==> src/rtl/alu_uart_if_pkg.sv <==
// alu_uart_if_pkg: FSM state encoding and ALU opcode constants shared by the UART/ALU bridge.
package alu_uart_if_pkg;
  typedef enum logic [2:0] {
    IDLE     = 3'd0,
    GET_B    = 3'd1,
    GET_OP   = 3'd2,
    EXEC     = 3'd3,
    SEND_RES = 3'd4,
    WAIT_RES = 3'd5,
    SEND_FLG = 3'd6,
    WAIT_FLG = 3'd7
  } state_t;
  localparam logic [5:0] OP_ADD = 6'h20;
  localparam logic [5:0] OP_SUB = 6'h22;
  localparam logic [5:0] OP_AND = 6'h24;
  localparam logic [5:0] OP_OR  = 6'h25;
  localparam logic [5:0] OP_XOR = 6'h26;
  localparam logic [5:0] OP_NOR = 6'h27;
  localparam logic [5:0] OP_SRL = 6'h02;
  localparam logic [5:0] OP_SRA = 6'h03;
endpackage

==> src/rtl/alu_uart_if.sv <==
// alu_uart_if: collects A, B, opcode bytes from a UART RX, runs an external ALU, sends the result back.
// Define ALU_UART_IF_FLAGS_EN to also send a {carry, zero} flag byte after the result.
module alu_uart_if
  import alu_uart_if_pkg::*;
#(
  parameter int NB_DATA = 8,
  parameter int NB_OP   = 6
) (
  input  logic               i_clk,
  input  logic               i_rst_n,
  input  logic [NB_DATA-1:0] i_rx_data,
  input  logic               i_rx_done,
  input  logic               i_tx_done,
  input  logic [NB_DATA-1:0] i_alu_result,
  input  logic               i_alu_carry,
  input  logic               i_alu_zero,
  output logic [NB_DATA-1:0] o_data_a,
  output logic [NB_DATA-1:0] o_data_b,
  output logic [NB_OP-1:0]   o_op,
  output logic [NB_DATA-1:0] o_tx_data,
  output logic               o_tx_start,
  output logic               o_busy
);
  state_t             r_state, w_next;
  logic [NB_DATA-1:0] r_data_a, r_data_b, r_tx_data;
  logic [NB_OP-1:0]   r_op;
`ifdef ALU_UART_IF_FLAGS_EN
  logic               r_carry, r_zero;
`else
  logic               w_unused_flags;
  assign w_unused_flags = i_alu_carry ^ i_alu_zero;
`endif
  always_comb begin
    w_next = r_state;
    case (r_state)
      IDLE:     w_next = i_rx_done ? GET_B : IDLE;
      GET_B:    w_next = i_rx_done ? GET_OP : GET_B;
      GET_OP:   w_next = i_rx_done ? EXEC : GET_OP;
      EXEC:     w_next = SEND_RES;
      SEND_RES: w_next = WAIT_RES;
`ifdef ALU_UART_IF_FLAGS_EN
      WAIT_RES: w_next = i_tx_done ? SEND_FLG : WAIT_RES;
      SEND_FLG: w_next = WAIT_FLG;
      WAIT_FLG: w_next = i_tx_done ? IDLE : WAIT_FLG;
`else
      WAIT_RES: w_next = i_tx_done ? IDLE : WAIT_RES;
`endif
      default:  w_next = IDLE;
    endcase
  end
  always_ff @(posedge i_clk or negedge i_rst_n) begin
    if (!i_rst_n) begin
      r_state   <= IDLE;
      r_data_a  <= '0;
      r_data_b  <= '0;
      r_op      <= '0;
      r_tx_data <= '0;
`ifdef ALU_UART_IF_FLAGS_EN
      r_carry   <= 1'b0;
      r_zero    <= 1'b0;
`endif
    end else begin
      r_state <= w_next;
      if (r_state == IDLE && i_rx_done) r_data_a <= i_rx_data;
      if (r_state == GET_B && i_rx_done) r_data_b <= i_rx_data;
      if (r_state == GET_OP && i_rx_done) r_op <= i_rx_data[NB_OP-1:0];
      if (r_state == EXEC) r_tx_data <= i_alu_result;
`ifdef ALU_UART_IF_FLAGS_EN
      if (r_state == EXEC) begin
        r_carry <= i_alu_carry;
        r_zero  <= i_alu_zero;
      end
      // flag byte is staged here so it is already on o_tx_data during SEND_FLG
      if (r_state == WAIT_RES && i_tx_done)
        r_tx_data <= {{(NB_DATA-2){1'b0}}, r_carry, r_zero};
`endif
    end
  end
`ifdef ALU_UART_IF_FLAGS_EN
  assign o_tx_start = (r_state == SEND_RES) || (r_state == SEND_FLG);
`else
  assign o_tx_start = (r_state == SEND_RES);
`endif
  assign o_busy    = (r_state != IDLE);
  assign o_data_a  = r_data_a;
  assign o_data_b  = r_data_b;
  assign o_op      = r_op;
  assign o_tx_data = r_tx_data;
endmodule
==> config.mk <==
export PLATFORM = sky130hd
export DESIGN_NAME = alu_uart_if
export DESIGN_NICKNAME = d
export VERILOG_FILES = /design/src/rtl/alu_uart_if_pkg.sv /design/src/rtl/alu_uart_if.sv
export SDC_FILE = /design/constraint.sdc
export NUM_CORES = 1
export LEC_CHECK = 0
export CAP_MARGIN = 20
export CORE_ASPECT_RATIO = 0.75
export CORE_MARGIN = 1
export CORE_UTILIZATION = 39
export CTS_BUF_LIST = sky130_fd_sc_hd__clkbuf_8
export CTS_CLUSTER_DIAMETER = 200
export DETAILED_ROUTE_END_ITERATION = 8
export PLACE_DENSITY = 0.78
export SETUP_SLACK_MARGIN = 0.02
export SLEW_MARGIN = 20
export SYNTH_ARGS = -nofsm -noshare
export SYNTH_HDL_FRONTEND = slang
export SYNTH_SLANG_ARGS = --single-unit
==> constraint.sdc <==
create_clock -name i_clk -period 1.35 [get_ports i_clk]
set_input_delay 0.135 -clock i_clk [delete_from_list [all_inputs] [get_ports i_clk]]
set_output_delay 0.135 -clock i_clk [all_outputs]
set_load 0.05 [all_outputs]
==> results.tsv <==
metric	value	unit
Hold Crit Class	in2async	
Layout Cells excl Fill	185	
num rows	17	
later-pin clock latency in the skew report	0.27	ns
synthesized area per cell	16.2	sq um
Critical Path Start Type	flop	
# diodes	0	
IO Port Bufs	51	
Syn Nets	102	
Post-Synthesis Cells	80	
Slew Limit Headroom	84.2	%
ys flop type	dfrtp_1	
placement-stage cell area	2280	sq um
vias in the first global route	954	
Hold Worst Slack	0.221	ns
Setup crit end kind	primary output	
Tcrit/Tclk final	110	%
critical path arrival	1.35	ns
first-pass GRT wire length	5.05	mm
post-synth cell types	15	
CTS tree	done	
Post-synth EDFFs	0	
Root Buffer	clkbuf_8	
Placed Cells	176	
initial DRC count	55	
pin count of the biggest net entering global routing	34	
Final min period	1.48	ns
yosys warns	0	
Core ar.	3060	sq um
sequential area share after synthesis	63.6	%
setup violators final	24	
main area contributors after synthesis	dfrtp_1 (64%), mux2_2 (26%), nor3b_4 (1.4%)	
gpl congestion	0.678	
antenna-violating nets left	0	
H-tree lvl count	2	
CTS Buf Count	5	
Clock Sinks	33	
fmax	674	MHz
total of max-cap violations	0	
Initial Utilization	42.4	%
layout cells sized above 1	60.5	%
Worst EP required	1.22	ns
Die W	68.6	microns
Synth-to-Final Area Change	91.3	%
DR WL/cell	17.3	microns
DIE HEIGHT	52.0	microns
Slew Viols, Final	0	
gr ovfl total	0	
die area	3570	sq um
clk buf depth	2	
Synth top cells by count	dfrtp_1 (33), mux2_2 (30)	
status	complete, but fails checks	
share of the synthesized area in the top cell type	63.6	%
antenna violations before repair	0	
vias per cell	4.93	
Design Area, Final	2480	sq um
CP max FO	3	
DRC Markers	0	
Routed Wire Length	3.21	mm
leading cell type by number of instances after synthesis	dfrtp_1	
IO Count	54	
largest area contributor in the netlist	dfrtp_1	
Hold Fails Final Rpt	0	
via count	912	
clock skew	0.00149	ns
Slew @ Worst Pin	0.236	ns
setup slack after layout	-0.133	ns
Place WS	-0.249	ns
Net count, final	169	
Yosys reg bits	33	
RSZ-0062 raised after global routing	yes	
WS Path Type	reg2out	
Cell Area, Synth	1300	sq um
FFs w/ async S/R, synth	100	%
failing checks	setup timing	
hpwl dp	2.30	mm
clock slew at reported path FFs	0.06	ns
router iterations before antenna repair	2	
Total GRT Usage	21.0	%
## registers in the layout, indices dropped and copies added, names as in the netlist
| register | count |
|---|---|
| o_op | 6 |
| o_data_a | 8 |
| r_state | 3 |
| o_data_b | 8 |
| o_tx_data | 8 |
## cell type report
| type | instances | area [sq um] |
|---|---|---|
| fillers | 166 | 578 |
| clock inverters | 1 | 3.75 |
| clock buffers | 6 | 82.6 |
| flip-flops and latches | 33 | 828 |
| repair buffers | 62 | 973 |
| multi-input cells | 45 | 549 |
| well taps | 38 | 47.5 |
## routing by layer
| layer | vias to the layer above | GRT usage (%) | routed length (microns) |
|---|---|---|---|
| li1 | 416 | - | - |
| met2 | 27 | 33.5 | 1600 |
| met3 | 2 | 9.65 | 192 |
| met5 | - | 0 | 0 |
| met1 | 467 | 25.7 | 1400 |
| met4 | 0 | 5.21 | 19 |
## worst max-delay path, cell delays in order, from the launching register on
cell and delay (ns):
dfrtp_2 0.43, buf_6 0.13, or3_4 0.36, buf_8 0.16
## cell families after synthesis
kind of cell	synth area share, %
flip-flops	63.6
multiplexers	26.0
buffers and inverters	0.771
AO/OA/AOI/OAI	1.35
AND/OR/NAND/NOR	8.29
## worst paths after layout
path	from	to	slack, ns	cells past startpoint
worst max-delay path	r_state[1]	o_busy	-0.13	3
worst min-delay path	i_rst_n	o_data_b[6]	0.22	2
worst max register to register	r_state[0]	o_op[4]	-0.05	5
worst min register to register	o_tx_data[2]	o_tx_data[2]	0.57	1
max in group asynchronous	i_rst_n	r_state[0]	0.94	2
min in group i_clk	i_alu_result[3]	o_tx_data[3]	0.47	2
## timing repair
item	4_1_cts	5_1_grt
pin swaps	4	4
hold buffers	0	0
buffers inserted	2	0
gates resized for setup	15	13
setup endpoints to repair	25	33
## metrics by stage
step	util (%)	TNS, ns
finish	81.1	-0.976
global route	81.1	-2.22
CTS	79.5	-1.09
detailed placement	74.3	-4.63
global placement	74.3	-4.13
floorplan	-	-0.384
## cells in the final DEF, fill, tap and decap left out, drive strengths merged
cell type / instances
a21oi: 2
buf: 43
clkbuf: 6
clkdlybuf4s50: 19
dfrtp: 33
inv: 1
mux2: 30
nand2: 2
nand2b: 2
nand3b: 2
nor2: 1
nor3: 1
nor3b: 2
o211ai: 1
or3: 1
or4b: 1
Power is not shown: default switching activity piles up to over one toggle a cycle in this logic, so the estimate is an artifact.
